==> src/rtl/multi_cycle_control.sv <==
// Control sequencer for a multi-cycle MIPS datapath: walks each instruction through
// IF/ID/EXE/MEM/WB and drives the shared-datapath enables, selects and a retired-instruction count.
module multi_cycle_control #(
  parameter int          RET_W   = 32,
  parameter logic [5:0]  HALT_OP = 6'b111111
) (
  input  logic             CLK,
  input  logic             Reset,
  input  logic [5:0]       opcode,
  input  logic             zero,
  output logic [2:0]       state,
  output logic             PCWre,
  output logic             IRWre,
  output logic [1:0]       PCSrc,
  output logic             ExtSel,
  output logic             ALUSrcB,
  output logic [2:0]       ALUOp,
  output logic             RegDst,
  output logic             RegWre,
  output logic             DBDataSrc,
  output logic             mRD,
  output logic             mWR,
  output logic [RET_W-1:0] retired
);

  localparam logic [2:0] S_IF   = 3'b000;
  localparam logic [2:0] S_ID   = 3'b001;
  localparam logic [2:0] S_EXE  = 3'b010;
  localparam logic [2:0] S_MEM  = 3'b011;
  localparam logic [2:0] S_WB   = 3'b100;
  localparam logic [2:0] S_HALT = 3'b111;

  localparam logic [5:0] OP_ADD  = 6'b000000;
  localparam logic [5:0] OP_SUB  = 6'b000001;
  localparam logic [5:0] OP_ADDI = 6'b000010;
  localparam logic [5:0] OP_AND  = 6'b010000;
  localparam logic [5:0] OP_OR   = 6'b010001;
  localparam logic [5:0] OP_ORI  = 6'b010010;
  localparam logic [5:0] OP_SLT  = 6'b100110;
  localparam logic [5:0] OP_SW   = 6'b110000;
  localparam logic [5:0] OP_LW   = 6'b110001;
  localparam logic [5:0] OP_BEQ  = 6'b110100;
  localparam logic [5:0] OP_J    = 6'b111000;

  localparam logic [2:0] ALU_ADD = 3'b000;
  localparam logic [2:0] ALU_SUB = 3'b001;
  localparam logic [2:0] ALU_AND = 3'b010;
  localparam logic [2:0] ALU_OR  = 3'b011;
  localparam logic [2:0] ALU_SLT = 3'b100;

  logic [2:0]       state_q, state_d;
  logic [RET_W-1:0] retired_q, retired_d;

  logic is_add, is_sub, is_and, is_or, is_slt;
  logic is_addi, is_ori, is_sw, is_lw, is_beq, is_j, is_halt;
  logic is_rtype, is_nop;

  always_comb begin
    is_add   = (opcode == OP_ADD);
    is_sub   = (opcode == OP_SUB);
    is_and   = (opcode == OP_AND);
    is_or    = (opcode == OP_OR);
    is_slt   = (opcode == OP_SLT);
    is_addi  = (opcode == OP_ADDI);
    is_ori   = (opcode == OP_ORI);
    is_sw    = (opcode == OP_SW);
    is_lw    = (opcode == OP_LW);
    is_beq   = (opcode == OP_BEQ);
    is_j     = (opcode == OP_J);
    is_halt  = (opcode == HALT_OP);
    is_rtype = is_add | is_sub | is_and | is_or | is_slt;
    // Anything not decoded retires as a two-cycle no-op.
    is_nop   = ~(is_rtype | is_addi | is_ori | is_sw | is_lw | is_beq | is_j | is_halt);
  end

  always_ff @(posedge CLK or posedge Reset) begin
    if (Reset) begin
      state_q <= S_IF;
    end else begin
      state_q <= state_d;
    end
  end

  always_comb begin
    state_d = S_IF;
    case (state_q)
      S_IF:   state_d = S_ID;
      S_ID: begin
        if (is_halt)             state_d = S_HALT;
        else if (is_j || is_nop) state_d = S_IF;
        else                     state_d = S_EXE;
      end
      S_EXE: begin
        if (is_beq)              state_d = S_IF;
        else if (is_sw || is_lw) state_d = S_MEM;
        else                     state_d = S_WB;
      end
      S_MEM:  state_d = is_lw ? S_WB : S_IF;
      S_WB:   state_d = S_IF;
      S_HALT: state_d = S_HALT;
      default: state_d = S_IF;
    endcase
  end

  always_comb begin
    PCWre     = 1'b0;
    IRWre     = 1'b0;
    RegWre    = 1'b0;
    mRD       = 1'b0;
    mWR       = 1'b0;
    PCSrc     = 2'b00;
    ExtSel    = ~is_ori;
    ALUSrcB   = is_addi | is_ori | is_sw | is_lw;
    RegDst    = is_rtype;
    DBDataSrc = is_lw;
    if (is_sub || is_beq)     ALUOp = ALU_SUB;
    else if (is_and)          ALUOp = ALU_AND;
    else if (is_or || is_ori) ALUOp = ALU_OR;
    else if (is_slt)          ALUOp = ALU_SLT;
    else                      ALUOp = ALU_ADD;

    // Enables stay low while Reset is held so an aborted instruction writes nothing.
    if (!Reset) begin
      case (state_q)
        S_IF: IRWre = 1'b1;
        S_ID: begin
          PCWre = is_j | is_nop;
          if (is_j) PCSrc = 2'b10;
        end
        S_EXE: begin
          PCWre = is_beq;
          if (is_beq && zero) PCSrc = 2'b01;
        end
        S_MEM: begin
          PCWre = is_sw;
          mRD   = is_lw;
          mWR   = is_sw;
        end
        S_WB: begin
          PCWre  = 1'b1;
          RegWre = 1'b1;
        end
        default: ;
      endcase
    end
  end

  always_comb begin
    retired_d = retired_q;
    if (PCWre) retired_d = retired_q + {{(RET_W-1){1'b0}}, 1'b1};
  end

  always_ff @(posedge CLK or posedge Reset) begin
    if (Reset) begin
      retired_q <= '0;
    end else begin
      retired_q <= retired_d;
    end
  end

  assign state   = state_q;
  assign retired = retired_q;

endmodule

==> config.mk <==
export PLATFORM = sky130hd
export DESIGN_NAME = multi_cycle_control
export DESIGN_NICKNAME = d
export VERILOG_FILES = /design/src/rtl/multi_cycle_control.sv
export SDC_FILE = /design/constraint.sdc
export NUM_CORES = 1
export LEC_CHECK = 0
export CAP_MARGIN = 20
export CORE_ASPECT_RATIO = 0.6
export CORE_MARGIN = 2
export CORE_UTILIZATION = 38
export DETAILED_ROUTE_END_ITERATION = 7
export GPL_TIMING_DRIVEN = 0
export MAX_ROUTING_LAYER = met4
export PLACE_DENSITY = 0.65
export SYNTH_ARGS = -nofsm -noshare
export SYNTH_HDL_FRONTEND = slang
export SYNTH_SLANG_ARGS = --single-unit
==> constraint.sdc <==
create_clock -name CLK -period 4.5 [get_ports CLK]
set_input_delay 0.675 -clock CLK [delete_from_list [all_inputs] [get_ports CLK]]
set_output_delay 0.675 -clock CLK [all_outputs]
set_load 0.05 [all_outputs]
==> flow_summary.ini <==
[outcome]
status = finished, final reports clean

[sta]
fin_crit_ps = 4060
fmax_ghz = 0.247
whs_ps = 473
slew_headroom_pct = 48.6
worst_slew_pin_slew_ps = 770
setup_violations = 0
drv_slew = 0
setup_tns_ps = 0
rsz0062_at_grt = false
clock_skew_ps = 4.10
final_hold_viol_count = 0
fin_crit_sh_pct = 90.1
setup_ws_ps = 445

[cts]
numCtsBuffers = 5
cts_max_path_buffers = 2
cts-root-buf = clkbuf_8
postCtsSetupBuffers = 0
clk-insertion-delay-late_ps = 280
postCtsHoldBufs = 0
cts.clk_slew.worst_paths_ps = 70
htree_levels = 2
cts_tree = done
cts_sinks = 35
cts_resized = 0

[placed_design]
place_area_um2 = 2710
place_congestion = 0.907
post-dp-hpwl_mm = 3.79
dp.cells = 340
place_ws_ps = 397
port_buffers = 55

[global_routing]
grt_pass1_wl_mm = 8.19
gr-usage-all-layers_pct = 18.0
grt-ovfl-total = 0
antenna_found_initial = 0
grt_max_degree = 38
grt_pass1_vias = 1609

[pwr]
power.total_mw = 1.11
p_per_area_nw_per_um2 = 399
ir_drop_mv = 0.384
power.leakage_nw = 1.24

[logic_synthesis]
ys_warn_count = 0
synth.avg_cell_area_um2 = 9.45
synth_area_leader_cell = dfrtp_1
syn_inst = 219
yosysTopAreaCellShare_pct = 42.3
synthesis.area_um2 = 2070
ys.flop_type = dfrtp_1
ys_ff_latch = 35
synth_nets = 229
ys_seq_area_share_pct = 42.3
ys_top_cells_by_area = dfrtp_1, xor2_1, nor2_1
ys_types = 39
synth_edf_count = 0
async_flop_share_pct = 100

[critical_path]
r2r_cells = 7
r2r-end = retired[28]
worst-setup-path-type = input pin to output port
cp.required_ps = 3830
cp-end-kind = output port
critPathArrivalTime_ps = 3380
startpoint_type = input pin
rrSetupSlack_ps = 2470
crit_start = Reset
r2r_start = retired[6]
cp_max_fo = 37

[final_layout]
final_core_util_pct = 54.2
final_area_um2 = 2800
drive_gt1_share_pct = 11.7
finalNonFillerCells = 347
area_growth_pct = 35.1
antenna_cells = 0
nets = 291
final_cell_mix = clkdlybuf4s50_1, dfrtp_1, nor2_1, xor2_1, nand2_1
final_common_cell = clkdlybuf4s50_1

[worst_hold_path]
hold_path_end = retired[31]
holdCritPathClass = flop to flop
hold-path-cell-count = 1
hp-start = retired[31]

[routing]
drcViolationCount = 0
vias_per_cell = 5.19
drtAntennaViolNets = 0
drt_iter0_drc = 83
drt_pass1_iterations = 4
wirelength_mm = 4.99
wl_per_cell_um = 14.4
num_vias = 1802

[floorplan]
die_w_um = 99.3
die_area_um2 = 6070
die_h_um = 61.2
io_pins = 58
num_rows = 20
coreArea_um2 = 5150
start_util_pct = 40.1

[flow_run]
cap_viol_max_count = 0
[how the worst max path moves through the flow]
stage                  to  slack (ps)  cells after the start
finish              PCWre         440                      7
global route        PCWre         240                      7
CTS                 PCWre         390                      7
detailed placement  PCWre         400                      7
global placement    PCWre        -130                      7
floorplan             mRD         180                      5
[synthesized netlist by cell type, types with 3 or more instances]
cell type / n
nand3_1: 13
nand2_1: 15
nor4b_2: 3
nor3_1: 7
nor3b_2: 4
xor2_1: 22
clkbuf_1: 3
and3_1: 7
or3_1: 3
o22ai_1: 3
nor4_1: 8
and4_1: 3
xnor2_1: 10
buf_2: 7
a21oi_1: 5
nor2_1: 25
and2_1: 3
dfrtp_1: 35
inv_1: 6
nand4_1: 13
[registers in the layout, indices dropped and copies added (netlist names)]
register	cells
state	3
retired	32
[routing by layer]
metal | routed length [um] | up-vias | part of all wire [%] | track usage, %
met5 | 0 | - | 0 | -
met4 | 19 | 0 | 0.38 | 2.94
met2 | 1980 | 45 | 40 | 22.4
met1 | 2740 | 857 | 55 | 28.7
li1 | - | 898 | - | -
met3 | 251 | 2 | 5.0 | 4.43
[layout make-up]
cell class | count | area (um^2)
Sequential cell | 35 | 876
Inverter | 7 | 26.3
Timing Repair Buffer | 55 | 551
Clock inverter | 1 | 5.00
Tap cell | 66 | 82.6
Clock buffer | 6 | 82.6
Buffer | 12 | 61.3
Fill cell | 476 | 2360
Multi-Input combinational cell | 165 | 1110
[power by group]
| group | total (mW) | internal [mW] | switching, mW | leakage, nW |
|---|---|---|---|---|
| registers | 0.400 | 0.349 | 0.0510 | 0.457 |
| clock network | 0.229 | 0.120 | 0.109 | 0.0470 |
| logic | 0.485 | 0.157 | 0.328 | 0.740 |
| total | 1.11 | 0.626 | 0.488 | 1.24 |
[critical path: stages]
cell             delay [ps]
clkdlybuf4s50_1         610
inv_2                   370
and3_1                  300
a31o_2                  240
a31oi_4                 310
inv_2                   150
clkdlybuf4s50_1         730
[cells by family after synthesis]
logic type | Yosys count | share of synthesized area, %
compound gates | 14 | 5.02
xor+xnor | 32 | 13.5
fa+ha+maj | 1 | 0.604
buf+inv | 19 | 4.23
flops | 35 | 42.3
mux | 2 | 1.03
simple gates | 116 | 33.3
No activity file was read; power rests on OpenSTA's default activity.
